[src/rtl/instruction_cache.sv]
// Direct-mapped, read-only instruction cache with 16-byte blocks.
// Hits return the word in the same cycle; misses stall while the block is fetched.
module instruction_cache #(
  parameter int ADDR_BITS  = 10,
  parameter int INDEX_BITS = 3
) (
  input  logic                 CLK,
  input  logic                 RESET,
  input  logic [31:0]          PC,
  output logic [31:0]          INSTRUCTION,
  output logic                 BUSYWAIT,
  output logic                 mem_read,
  output logic [ADDR_BITS-5:0] mem_address,
  input  logic [127:0]         mem_readdata,
  input  logic                 mem_busywait
);

  localparam int TAG_BITS   = ADDR_BITS - INDEX_BITS - 4;
  localparam int BLK_BITS   = ADDR_BITS - 4;
  localparam int NUM_BLOCKS = 1 << INDEX_BITS;

  typedef enum logic [1:0] {IDLE, MEM_READ, UPDATE} state_t;

  state_t                  state_q, state_d;
  logic [BLK_BITS-1:0]     blk_q, blk_d;
  logic [NUM_BLOCKS-1:0]   valid_q;
  logic [TAG_BITS-1:0]     tag_q  [NUM_BLOCKS];
  logic [127:0]            data_q [NUM_BLOCKS];

  logic [BLK_BITS-1:0]     pc_blk;
  logic [INDEX_BITS-1:0]   pc_idx;
  logic [TAG_BITS-1:0]     pc_tag;
  logic [1:0]              pc_word;
  logic [INDEX_BITS-1:0]   fill_idx;
  logic [TAG_BITS-1:0]     fill_tag;
  logic [127:0]            line;
  logic [31:0]             word;
  logic                    hit;
  logic                    fill_en;
  logic                    unused_pc_bits;

  assign pc_blk   = PC[ADDR_BITS-1:4];
  assign pc_idx   = PC[INDEX_BITS+3:4];
  assign pc_tag   = PC[ADDR_BITS-1:INDEX_BITS+4];
  assign pc_word  = PC[3:2];
  assign fill_idx = blk_q[INDEX_BITS-1:0];
  assign fill_tag = blk_q[BLK_BITS-1:INDEX_BITS];

  // Upper PC bits wrap by truncation; the byte offset within a word is irrelevant.
  assign unused_pc_bits = ^{PC[31:ADDR_BITS], PC[1:0]};

  assign line = data_q[pc_idx];
  assign hit  = valid_q[pc_idx] && (tag_q[pc_idx] == pc_tag);

  always_comb begin
    word = line[31:0];
    case (pc_word)
      2'd0: word = line[31:0];
      2'd1: word = line[63:32];
      2'd2: word = line[95:64];
      2'd3: word = line[127:96];
      default: word = line[31:0];
    endcase
  end

  always_comb begin
    state_d     = state_q;
    blk_d       = blk_q;
    INSTRUCTION = 32'h0;
    BUSYWAIT    = 1'b0;
    mem_read    = 1'b0;
    mem_address = blk_q;
    fill_en     = 1'b0;
    case (state_q)
      IDLE: begin
        if (hit) begin
          INSTRUCTION = word;
        end else begin
          BUSYWAIT = 1'b1;
          blk_d    = pc_blk;
          state_d  = MEM_READ;
        end
      end
      MEM_READ: begin
        mem_read = 1'b1;
        BUSYWAIT = 1'b1;
        if (!mem_busywait) begin
          fill_en = 1'b1;
          state_d = UPDATE;
        end
      end
      UPDATE: begin
        BUSYWAIT = 1'b1;
        state_d  = IDLE;
      end
      default: state_d = IDLE;
    endcase
    // Outputs are quiet while reset is held, even though the lookup would miss.
    if (!RESET) begin
      INSTRUCTION = 32'h0;
      BUSYWAIT    = 1'b0;
      mem_read    = 1'b0;
      mem_address = '0;
      fill_en     = 1'b0;
    end
  end

  always_ff @(posedge CLK or negedge RESET) begin
    if (!RESET) begin
      state_q <= IDLE;
      blk_q   <= '0;
      valid_q <= '0;
    end else begin
      state_q <= state_d;
      blk_q   <= blk_d;
      if (fill_en) valid_q[fill_idx] <= 1'b1;
    end
  end

  // Tag and data storage are never cleared; the valid bits alone qualify them.
  always_ff @(posedge CLK) begin
    if (fill_en) begin
      tag_q[fill_idx]  <= fill_tag;
      data_q[fill_idx] <= mem_readdata;
    end
  end

endmodule

[config.mk]
export PLATFORM = sky130hd
export DESIGN_NAME = instruction_cache
export DESIGN_NICKNAME = d
export VERILOG_FILES = /design/src/rtl/instruction_cache.sv
export SDC_FILE = /design/constraint.sdc
export NUM_CORES = 1
export LEC_CHECK = 0
export CORE_MARGIN = 1.5
export CORE_UTILIZATION = 60
export CTS_BUF_LIST = sky130_fd_sc_hd__clkbuf_4 sky130_fd_sc_hd__clkbuf_8 sky130_fd_sc_hd__clkbuf_16
export CTS_CLUSTER_SIZE = 8
export DETAILED_ROUTE_END_ITERATION = 12
export GPL_TIMING_DRIVEN = 0
export MAX_ROUTING_LAYER = met4
export PLACE_DENSITY = 0.8
export SYNTH_ARGS = -nofsm -noshare
export SYNTH_HDL_FRONTEND = slang
export SYNTH_SLANG_ARGS = --single-unit
[constraint.sdc]
create_clock -name CLK -period 23.3 [get_ports CLK]
set_input_delay 3.495 -clock CLK [delete_from_list [all_inputs] [get_ports CLK]]
set_output_delay 3.495 -clock CLK [all_outputs]
set_load 0.005 [all_outputs]
======== Yosys cells after proc, flatten, opt, wreduce, memory -nomap -nowiden ========
Memories as Yosys holds them, arrays and structs flattened.
Index checks and enable logic that the tools add are counted.
word-level totals
  bits of input ports ..................... 163
  memory bits (writable) .................. 1,048
  output and inout port bits .............. 40
  memories ................................ 2
  register bits ........................... 16
cells by class
  equal/unequal tests ..................... 8
  bitwise gates (word level) .............. 2
  reduce and logical (&&, ||, !) cells .... 7
  multiplexer cells ....................... 22
  magnitude comparators ................... 3
memory list
  name    words  bits a word  read ports  clocked after Yosys merged registers in  write ports  RTL line  source
  data_q  8      128          1           0                                        1            28        logic [127:0] data_q [NUM_BLOCKS];
  tag_q   8      3            1           0                                        1            27        logic [TAG_BITS-1:0] tag_q [NUM_BLOCKS];
operators with widths
  operator              count
  $pmux W32 S4          1
  $mux W32              3
  $mux W1               11
  $lt A3 B4 Y1 const B  2
  $or A8 B8 Y8          1
  $eq A2 B2 Y1 const B  3
  $mux W6               1
  $eq A2 B1 Y1 const B  2
  $logic_not A2 Y1      2
  $mux W2               2
  $ne A2 B2 Y1 const B  2
  $pmux W2 S2           1
  $reduce_and A2 Y1     2
  $bmux W1 S3           1
  $demux W1 S3          1
  $eq A3 B3 Y1          1
  $ge A3 B1 Y1 const B  1
  $logic_and A1 B1 Y1   2
  $pmux W1 S2           1
  $reduce_or A2 Y1      1
  $not A1 Y1            1

======== Logic depth before layout (Yosys ltp) ========
Gate-level depths: netlist of the first run.
  depth in word-level cells ............... 6
  depth in mapped cells ................... 9

======== Worst setup path before layout of the first run ========
OpenSTA, ideal clock, no wires.
  kind .................................... input port to flip-flop
  start point ............................. input port RESET
  end point ............................... register valid_q[0]
  path buffers ............................ 0
  arrival ................................. 13.644 ns
  required time ........................... 23.178 ns
  slack ................................... 9.534 ns
  cell stages on the path ................. 4
  path through ............................ nand2_1 -> or3_1 -> nor3_1 -> or2_2
on the way
  longest elaborated chain between the ends .. 1
RTL lines
  element                        RTL line  source
  start, declared                8         input logic RESET,
  $mux W1                        99        if (!RESET) begin
  end signal, assigned           112       valid_q <= '0;
  end signal, assigned by index  116       if (fill_en) valid_q[fill_idx] <= 1'b1;
  end, declared                  26        logic [NUM_BLOCKS-1:0] valid_q;
Every way passes these cells.
A chain may end at the register's enable or synchronous reset.

======== Worst setup path after layout of the first run ========
  start point ............................. input port PC[5]
  end point ............................... output port INSTRUCTION[12]
on the way
  longest elaborated chain between the ends .. 6
RTL lines
  element                                       RTL line  source
  start, declared                               9         input logic [31:0] PC,
  $mem_v2 Z8 W3 or $bmux W1 S3 (tied branches)  --
  $eq A3 B3 Y1 or $mux W1 (tied branches)       53        assign hit = valid_q[pc_idx] && (tag_q[pc_idx] == pc_tag);
  $logic_and A1 B1 Y1                           53
  $mux W32 (*)                                  76        if (hit) begin
  $mux W32 (*)                                  74        case (state_q)
  $mux W32 (*)                                  99
  end, declared                                 10        output logic [31:0] INSTRUCTION,
Mark *: on every way between the ends. The rest lies on a longest branch, timed or not. The select of a mux whose other input is x is not followed.

==> reports/metrics.yaml, run 1 <==
grt_pass1_vias: 21200
fp.dieH_um: 263
die_w_um: 263
hp-class: "register to register"
clk_latency_ns: 0.74
synth_top_family_by_area: "multiplexers"
vias: 20600
worstPathArrival_ns: 7.47
drt_iter0_drc: 3079
track_usage: 0.339
utilization: 0.728
crit_fanout: 10
yosysUniqueCellTypes: 27
crit_type: "input pin to output port"
final_cell_mix: "edfxtp_1, mux4_2, clkdlybuf4s50_1, clkbuf_16, mux2i_1"
yosys_warnings: 0
drtPass1Iterations: 5
antenna_found_initial: 15
synth_cells: 1614
rsz0062_at_grt: "no"
core-area_mm2: 0.0670
outcome: "finished clean"
synth-compound-area-share: 0.00117
place_congestion: 0.788
min_from: "valid_q[2]"
grt_pass1_wl_um: 157000
crit_required_ns: 19.81
cts-root-buf: "clkbuf_16"
syn_avg_cell_area_um2: 25.2
netlist_area_mm2: 0.0406
viasPerCell: 7.05
post-cts-setup-buffer-count: 0
worst_pin_slew_ns: 1.32
io_buffers: 173
io_pins: 203
r2r_start: "state_q[1]"
routed_wirelength_um: 111000
cts_buffers: 150
ant_nets: 0
fmax_ghz: 0.0912
tns_ns: 0
clock-sinks: 1064
maxCapViolCount: 0
finalNetCount: 2177
drive_above_1_share: 0.313
final_common_cell: "edfxtp_1"
max-vdd-ir-drop_uv: 71.5
num_rows: 95
wl_per_cell_um: 37.8
fin_crit_ns: 10.97
ctsResizeCount: 0
cts_tree: "done"
overflow: 0
postCtsHoldBufs: 0
synthMuxAreaShare: 0.193
end_kind: "output port"
finalSetupViolations: 0
synth_seq_cells: 1064
leakagePower_nw: 15.6
maxSlewHeadroom: 0.120
drv_slew: 0
die-area_mm2: 0.0693
fin_crit_sh: 0.471
synthXorXnorAreaFrac: 0.000831
ctsHtreeMaxLevel: 4
clockBufferDepth: 3
remaining_drc_errors: 0
synth-seq-area-share: 0.784
power.total_mw: 4.55
synthAdderAreaFrac: 0.00154
hpwl_um: 62200
area_growth_syn_to_layout_pct: 20.2
synth_nets: 1782
startpoint: "PC[5]"
synth-simple-area-share: 0.00859
finClkSkew_ns: 0.0345
cp-start-kind: "input pin"
hold_viol_final: 0
path_clk_slew_ns: 0.05
start_util: 0.606
grt_max_degree: 27
power.density_mw_per_mm2: 93.1
[stage by stage]
stage / setup WS, ns / hold WS [ns] / cells / area, um2
floorplan: 9.53 / 0.434 / 1614 / 40600
global placement: -1.10 / 0.446 / 2660 / 43500
detailed placement: 12.50 / 0.451 / 2730 / 44700
CTS: 12.42 / 0.470 / 2908 / 48800
global route: 12.40 / 0.490 / 2923 / 48800
finish: 12.33 / 0.477 / 2925 / 48800
[registers in the layout, indices dropped and copies added, names as in the netlist]
name     count
blk_q        6
data_q    1024
state_q      2
tag_q       24
valid_q      8
[routing by layer]
layer  vias to the layer above  routed length [um]  track usage  part of all wire
li1                       7777                   -            -                 -
met1                     10700               38100        0.438              0.34
met2                      1796               55000        0.525              0.50
met3                       291               12300       0.0757              0.11
met4                         0                5210        0.153             0.047
met5                         -                   0            -                 0
[cell families after synthesis]
logic type,count (synthesis)
compound gates,4
xor+xnor,3
fa+ha+maj,5
buf+inv,87
flops,1064
mux,376
simple gates,75
[final timing paths]
check                             endpoint  slack [ns]  cells after the start
min reg2reg                     valid_q[2]        0.48                      1
max in group asynchronous         blk_q[4]       19.34                      1
min in group asynchronous       state_q[0]        3.32                      1
max                        INSTRUCTION[12]       12.33                      8
min                             valid_q[2]        0.48                      1
max reg2reg                 data_q[1][124]       19.58                     14
[final cells by class]
class                           instances  area (um2)
Timing Repair Buffer                  243        2890
Multi-Input combinational cell        463        8390
Fill cell                            3452       18200
Clock buffer                          170        4010
Tap cell                              873        1090
Inverter                                5        18.8
Clock inverter                          8         104
Buffer                                 82         413
Sequential cell                      1064       31900
Antenna cell                           17        42.5
[Yosys cell counts]
master / instances / area, um2
edfxtp_1: 1048 / 31500
mux4_2: 325 / 7320
mux2i_1: 44 / 440
nor2_1: 39 / 146
clkbuf_1: 33 / 124
buf_2: 27 / 135
dfrtp_1: 16 / 400
buf_1: 11 / 41.3
buf_6: 8 / 90.1
or2_2: 8 / 50.1
mux2_2: 7 / 78.8
nand2_1: 7 / 26.3
and2_1: 6 / 37.5
ha_1: 5 / 62.6
inv_1: 5 / 18.8
nand3_1: 5 / 25.0
buf_4: 3 / 22.5
nand2b_1: 3 / 18.8
or4_1: 3 / 22.5
nor3_1: 2 / 10.0
o211ai_1: 2 / 15.0
xnor2_1: 2 / 17.5
a21oi_1: 1 / 5.00
nor4_1: 1 / 6.26
o41ai_4: 1 / 27.5
or3_1: 1 / 6.26
xnor2_2: 1 / 16.3
[where the power goes]
part           internal [mW]  leakage (nW)  total, mW  switching, mW
clock                   1.20          2.04       1.97          0.773
combinational          0.157          3.99      0.352          0.195
sequential              2.19          9.62       2.23         0.0348
total                   3.54          15.6       4.55           1.00
[worst max-delay path, stage by stage]
cell	delay (ns)
buf_2	0.34
clkbuf_1	0.87
clkbuf_1	0.87
mux4_2	0.42
mux4_2	0.56
mux2i_1	0.26
nor2_1	0.14
clkdlybuf4s50_1	0.47
No activity file was read; power rests on OpenSTA's default activity.
==> run 2: changes to the inputs <==
CORE_UTILIZATION = 54   (was 60)
PLACE_DENSITY = 0.76   (was 0.8)
clock period = 8.92 ns   (was 23.3 ns; I/O delays follow)
==> run 2 against run 1 <==
  * Non-clock buffer count is 14 lower
  * Hold slack worse by 0.0031 ns
  * Critical endpoint is now INSTRUCTION[2]
  * Total power grew to 2.6 times the previous value
  * Largest power group unchanged
  * Count of clock-buffer cells in the layout stayed put
  * Design area is 0.50% higher
  * Sequential power grew to 2.6 times the previous value
  * Highest routed layer unchanged
  * Via count is 4.4% lower
  * Clock skew is 0.013 ns lower
==> reports/metrics.yaml, run 2 (synthesized netlist as in run 1, its figures left out) <==
die-area_mm2: 0.0769  # +11%
finalNetCount: 2163  # -0.64%
core-area_mm2: 0.0744  # +11%
cts_tree: "done"
hold_viol_final: 0  # unchanged
final_common_cell: "edfxtp_1"
num-fill-cells: 4392  # +27%
vias: 19700  # -4.4%
min_delay_path_depth: 1  # unchanged
io_pins: 203  # unchanged
drv_slew: 0  # unchanged
cts-root-buf: "clkbuf_16"
routed_wirelength_um: 104000  # -6.4%
outcome: "finished clean"
ant_nets: 0  # unchanged
r2r_start: "state_q[1]"
end_kind: "output port"
placed_cells: 2812  # +3.0%
viasPerCell: 6.53  # -7.3%
remaining_drc_errors: 0  # unchanged
wl_per_cell_um: 34.3  # -9.3%
io_buffers: 173  # unchanged
multi_input_area_mm2: 0.00840  # +0.15%
drtPass1Iterations: 7  # +2
worst_pin_slew_ns: 1.39  # +0.0712 ns
crit_type: "input pin to output port"
regMostFlops: "data_q"
largestRegisters: "data_q x1024, tag_q x24, valid_q x8"
drive_above_1_share: 0.308  # -0.00476
grt_pass1_wl_um: 148000  # -5.5%
fin_crit_ns: 6.67
grt_pass1_vias: 20900  # -1.4%
fmax_ghz: 0.150
rr_worst_depth: 11  # -3
hpwl_um: 61600  # -0.82%
maxSlewHeadroom: 0.0726  # -0.0475
clockBufferDepth: 3  # unchanged
utilization: 0.659  # -0.0692
num_rows: 100  # +5.3%
hold_path_end: "valid_q[1]"
crit_fanout: 10  # unchanged
rsz0062_at_grt: "no"
clk_latency_ns: 0.73  # about the same
min_from: "valid_q[1]"
final_cells: 3017  # +3.1%
power.density_mw_per_mm2: 241  # +160%
max-vdd-ir-drop_uv: 144  # +100%
die_w_um: 277  # +5.3%
clock-sinks: 1064  # unchanged
seq_area_mm2: 0.0319  # unchanged
leakagePower_nw: 15.6  # about the same
antenna_found_initial: 27  # +12
path_clk_slew_ns: 0.05  # about the same
reg2reg_slack_ns: 5.33  # -14.25 ns
finalSetupViolations: 0  # unchanged
rr_endpoint: "data_q[1][124]"
largest_reg_flops: 1024  # unchanged
postCtsHoldBufs: 0  # unchanged
ctsResizeCount: 0  # unchanged
post-cts-setup-buffer-count: 0  # unchanged
cp-start-kind: "input pin"
cts_buffers: 150  # unchanged
crit_required_ns: 7.58  # -12.23 ns
start_util: 0.546  # -0.0603
fin_crit_sh: 0.747
place_congestion: 0.786  # -0.27%
drt_iter0_drc: 2564  # -17%
maxCapViolCount: 0  # unchanged
overflow: 0  # unchanged
worstPathArrival_ns: 5.33  # -2.14 ns
ctsHtreeMaxLevel: 4  # unchanged
finClkSkew_ns: 0.0217  # -0.0128 ns
area_growth_syn_to_layout_pct: 20.8
fp.dieH_um: 277  # +5.3%
final_cell_mix: "edfxtp_1, mux4_2, clkdlybuf4s50_1, clkbuf_16, mux2i_1"
track_usage: 0.286  # -0.0532
grt_max_degree: 27  # unchanged
hp-class: "register to register"
## run 2: changes by cell type in the layout (fill, tap and decap cells not counted)
cell	delta
buf_16	+14
buf_4	-1
buf_6	-30
buf_8	+3
clkinv_8	+2
diode_2	+10
inv_16	-1
inv_6	-1
nor3_2	-2
nor3_4	+2
## run 2: critical path, stage by stage
cell,delay [ns]
buf_2,0.35
clkbuf_1,0.75
clkbuf_1,0.88
mux4_2,0.43
mux4_2,0.59
mux2i_1,0.43
nor2_1,0.08
clkdlybuf4s50_1,0.46
## run 2: layout make-up
type	instances	share of cell area
inverters	5	0.000382
repair buffers	229	0.0606
flip-flops and latches	1064	0.649
diodes	27	0.00138
clock buffers	170	0.0817
clock inverters	8	0.00219
multi-input cells	463	0.171
well taps	969	0.0247
plain buffers	82	0.00841
## run 2: through the flow
step / hold WS, ns / area (um2) / power (mW) / worst slack, ns / TNS [ns]
floorplan: 0.434 / 40600 / 6.37 / 0.954 / 0
global placement: 0.446 / 43600 / 6.75 / -6.29 / -5927.30
detailed placement: 0.455 / 44900 / 6.79 / 2.30 / 0
CTS: 0.474 / 49000 / 11.9 / 2.19 / 0
global route: 0.496 / 49100 / 12.1 / 2.18 / 0
finish: 0.473 / 49100 / 11.8 / 2.25 / 0
## run 2: how the worst max path moves through the flow
stage / start / to / slack (ns) / cells after the start
3_3_place_gp: RESET / valid_q[6] / -6.29 / 5
5_1_grt: PC[5] / INSTRUCTION[1] / 2.18 / 8
4_1_cts: PC[5] / INSTRUCTION[1] / 2.19 / 8
2_1_floorplan: RESET / valid_q[2] / 0.95 / 4
6_report: PC[5] / INSTRUCTION[2] / 2.25 / 8
3_5_place_dp: PC[5] / INSTRUCTION[1] / 2.30 / 8
## run 2: layer usage
metal / wire length (um) / global-route usage
met1: 36900 / 0.356
met2: 52000 / 0.445
met3: 10900 / 0.0784
met4: 3810 / 0.125
met5: 0 / -
## run 2: where the power goes
part	internal, mW	total [mW]	switching, mW
Combinational	0.415	0.917	0.502
Clock	3.12	5.10	1.98
Sequential	5.73	5.81	0.0856
==> run 3: changes to the inputs <==
CORE_UTILIZATION = 60   (was 54)
PLACE_DENSITY = 0.8   (was 0.76)
clock period = 6.45 ns   (was 8.92 ns; I/O delays follow)
==> run 3 against run 2 <==
  * Largest power group unchanged
  * Final cell count down 3.2%
  * Largest cell class unchanged
  * Sequential cell count unchanged
  * Critical path depth unchanged
  * Register-to-register slack got worse by 2.5 ns
==> reports/metrics.yaml, run 3 (synthesized netlist as in run 1, its figures left out) <==
hold_viol_final: 0  # unchanged
area_growth_syn_to_layout_pct: 20.2
hp-class: "register to register"
outcome: "finished clean"
regMostFlops: "data_q"
finClkSkew_ns: 0.0260  # +0.00423 ns
track_usage: 0.328  # +0.0423
crit_path_top_delay_cell: "clkbuf_1"
critPathTopFamily: "buffers and inverters"
grt_pass1_wl_um: 152000  # +2.9%
rsz0062_at_grt: "no"
path_clk_slew_ns: 0.05  # about the same
clk_latency_ns: 0.73  # about the same
crit_fanout: 10  # unchanged
fp.dieH_um: 263  # -5.1%
leakagePower_nw: 15.6  # -0.25%
final_cell_mix: "edfxtp_1, mux4_2, clkdlybuf4s50_1, clkbuf_16, mux2i_1"
drive_above_1_share: 0.307  # -0.000686
overflow: 0  # unchanged
io_pins: 203  # unchanged
grt_pass1_vias: 21200  # +1.5%
critPathBufInv: 4  # unchanged
cp_cell_sequence: "buf_2, clkbuf_1, clkbuf_1, mux4_2, mux4_2, mux2i_1, nor2_1, clkdlybuf4s50_1"
cp-start-kind: "input pin"
die-area_mm2: 0.0693  # -9.9%
ctsResizeCount: 0  # unchanged
grt_max_degree: 28  # +3.7%
power.density_mw_per_mm2: 335  # +39%
finalSetupViolations: 0  # unchanged
clock-sinks: 1064  # unchanged
vias: 20100  # +1.9%
final_common_cell: "edfxtp_1"
largest_reg_flops: 1024  # unchanged
power.total_mw: 16.4  # +39%
min_delay_path_depth: 1  # unchanged
postLayoutSetupSlackWorst_ns: 0.615  # -1.64 ns
cp.depth: 8  # unchanged
cts_tree: "done"
drt_iter0_drc: 2785  # +8.6%
worstPathArrival_ns: 4.87  # -0.46 ns
start_util: 0.606  # +0.0603
cts_buffers: 150  # unchanged
utilization: 0.729  # +0.0696
viasPerCell: 6.88  # +5.2%
post-cts-setup-buffer-count: 0  # unchanged
placed_cells: 2713  # -3.5%
r2r_start: "state_q[1]"
clockBufferDepth: 3  # unchanged
die_w_um: 263  # -5.1%
core-area_mm2: 0.0670  # -9.9%
crit_type: "input pin to output port"
drtPass1Iterations: 5  # -2
final_cells: 2921  # -3.2%
worst_pin_slew_ns: 1.36  # -0.0341 ns
fin_crit_sh: 0.905
max_stage_delay_ns: 0.94  # +0.06 ns
end_kind: "output port"
placed_area_mm2: 0.0447  # -0.48%
reg2reg_slack_ns: 2.79  # -2.54 ns
drv_slew: 0  # unchanged
postCtsHoldBufs: 0  # unchanged
crit_required_ns: 5.48  # -2.10 ns
maxSlewHeadroom: 0.0953  # +0.0227
max-vdd-ir-drop_uv: 284  # +97%
rr_endpoint: "data_q[1][28]"
maxCapViolCount: 0  # unchanged
wl_per_cell_um: 36.4  # +6.0%
design_area_mm2: 0.0489  # -0.44%
antenna_found_initial: 30  # +11%
fmax_ghz: 0.171
routed_wirelength_um: 106000  # +2.6%
dp_slack_ns: 0.839  # -1.46 ns
fin_crit_ns: 5.84
min_from: "valid_q[4]"
largestRegisters: "data_q x1024, tag_q x24, valid_q x8"
hpwl_um: 60700  # -1.5%
hold_path_end: "valid_q[4]"
remaining_drc_errors: 0  # unchanged
io_buffers: 173  # unchanged
num_rows: 95  # -5.0%
ant_nets: 0  # unchanged
finalNetCount: 2160  # -0.14%
rr_worst_depth: 12  # +1
place_congestion: 0.775  # -1.4%
ctsHtreeMaxLevel: 4  # unchanged
cts-root-buf: "clkbuf_16"
[run 3: area by class of cell]
cell class | count | area, um2
multi-input combinational | 463 | 8400
clock buffer | 170 | 4010
sequential | 1064 | 31900
inverter | 5 | 18.8
clock inverter | 9 | 101
timing repair buffer | 226 | 2880
antenna | 29 | 72.6
fill | 3525 | 18200
tap | 873 | 1090
buffer | 82 | 413
[run 3: metal layers]
| metal | up-vias | GRT usage | routed length [um] |
|---|---|---|---|
| li1 | 7750 | - | - |
| met1 | 10600 | 0.401 | 36600 |
| met2 | 1507 | 0.514 | 54200 |
| met3 | 247 | 0.101 | 11800 |
| met4 | 0 | 0.141 | 3730 |
| met5 | - | - | 0 |
[run 3: report_power, final]
group	internal (mW)	total [mW]	switching (mW)
Clock	4.32	7.08	2.76
Combinational	0.568	1.26	0.692
Sequential	7.92	8.04	0.126
[run 3: worst max-delay path by stage]
| stage | startpoint | endpoint | slack, ns |
|---|---|---|---|
| 6_report | PC[5] | INSTRUCTION[8] | 0.61 |
| 5_1_grt | PC[5] | INSTRUCTION[8] | 0.56 |
| 4_1_cts | PC[5] | INSTRUCTION[25] | 0.72 |
| 3_5_place_dp | PC[5] | INSTRUCTION[0] | 0.84 |
| 3_3_place_gp | RESET | valid_q[2] | -8.26 |
| 2_1_floorplan | RESET | valid_q[2] | -1.15 |
[run 3: per-stage QoR]
stage	TNS [ns]	hold WS (ns)
6_report	0	0.463
5_1_grt	0	0.478
4_1_cts	0	0.462
3_5_place_dp	0	0.450
3_3_place_gp	-7954.99	0.447
2_1_floorplan	-899.14	0.434
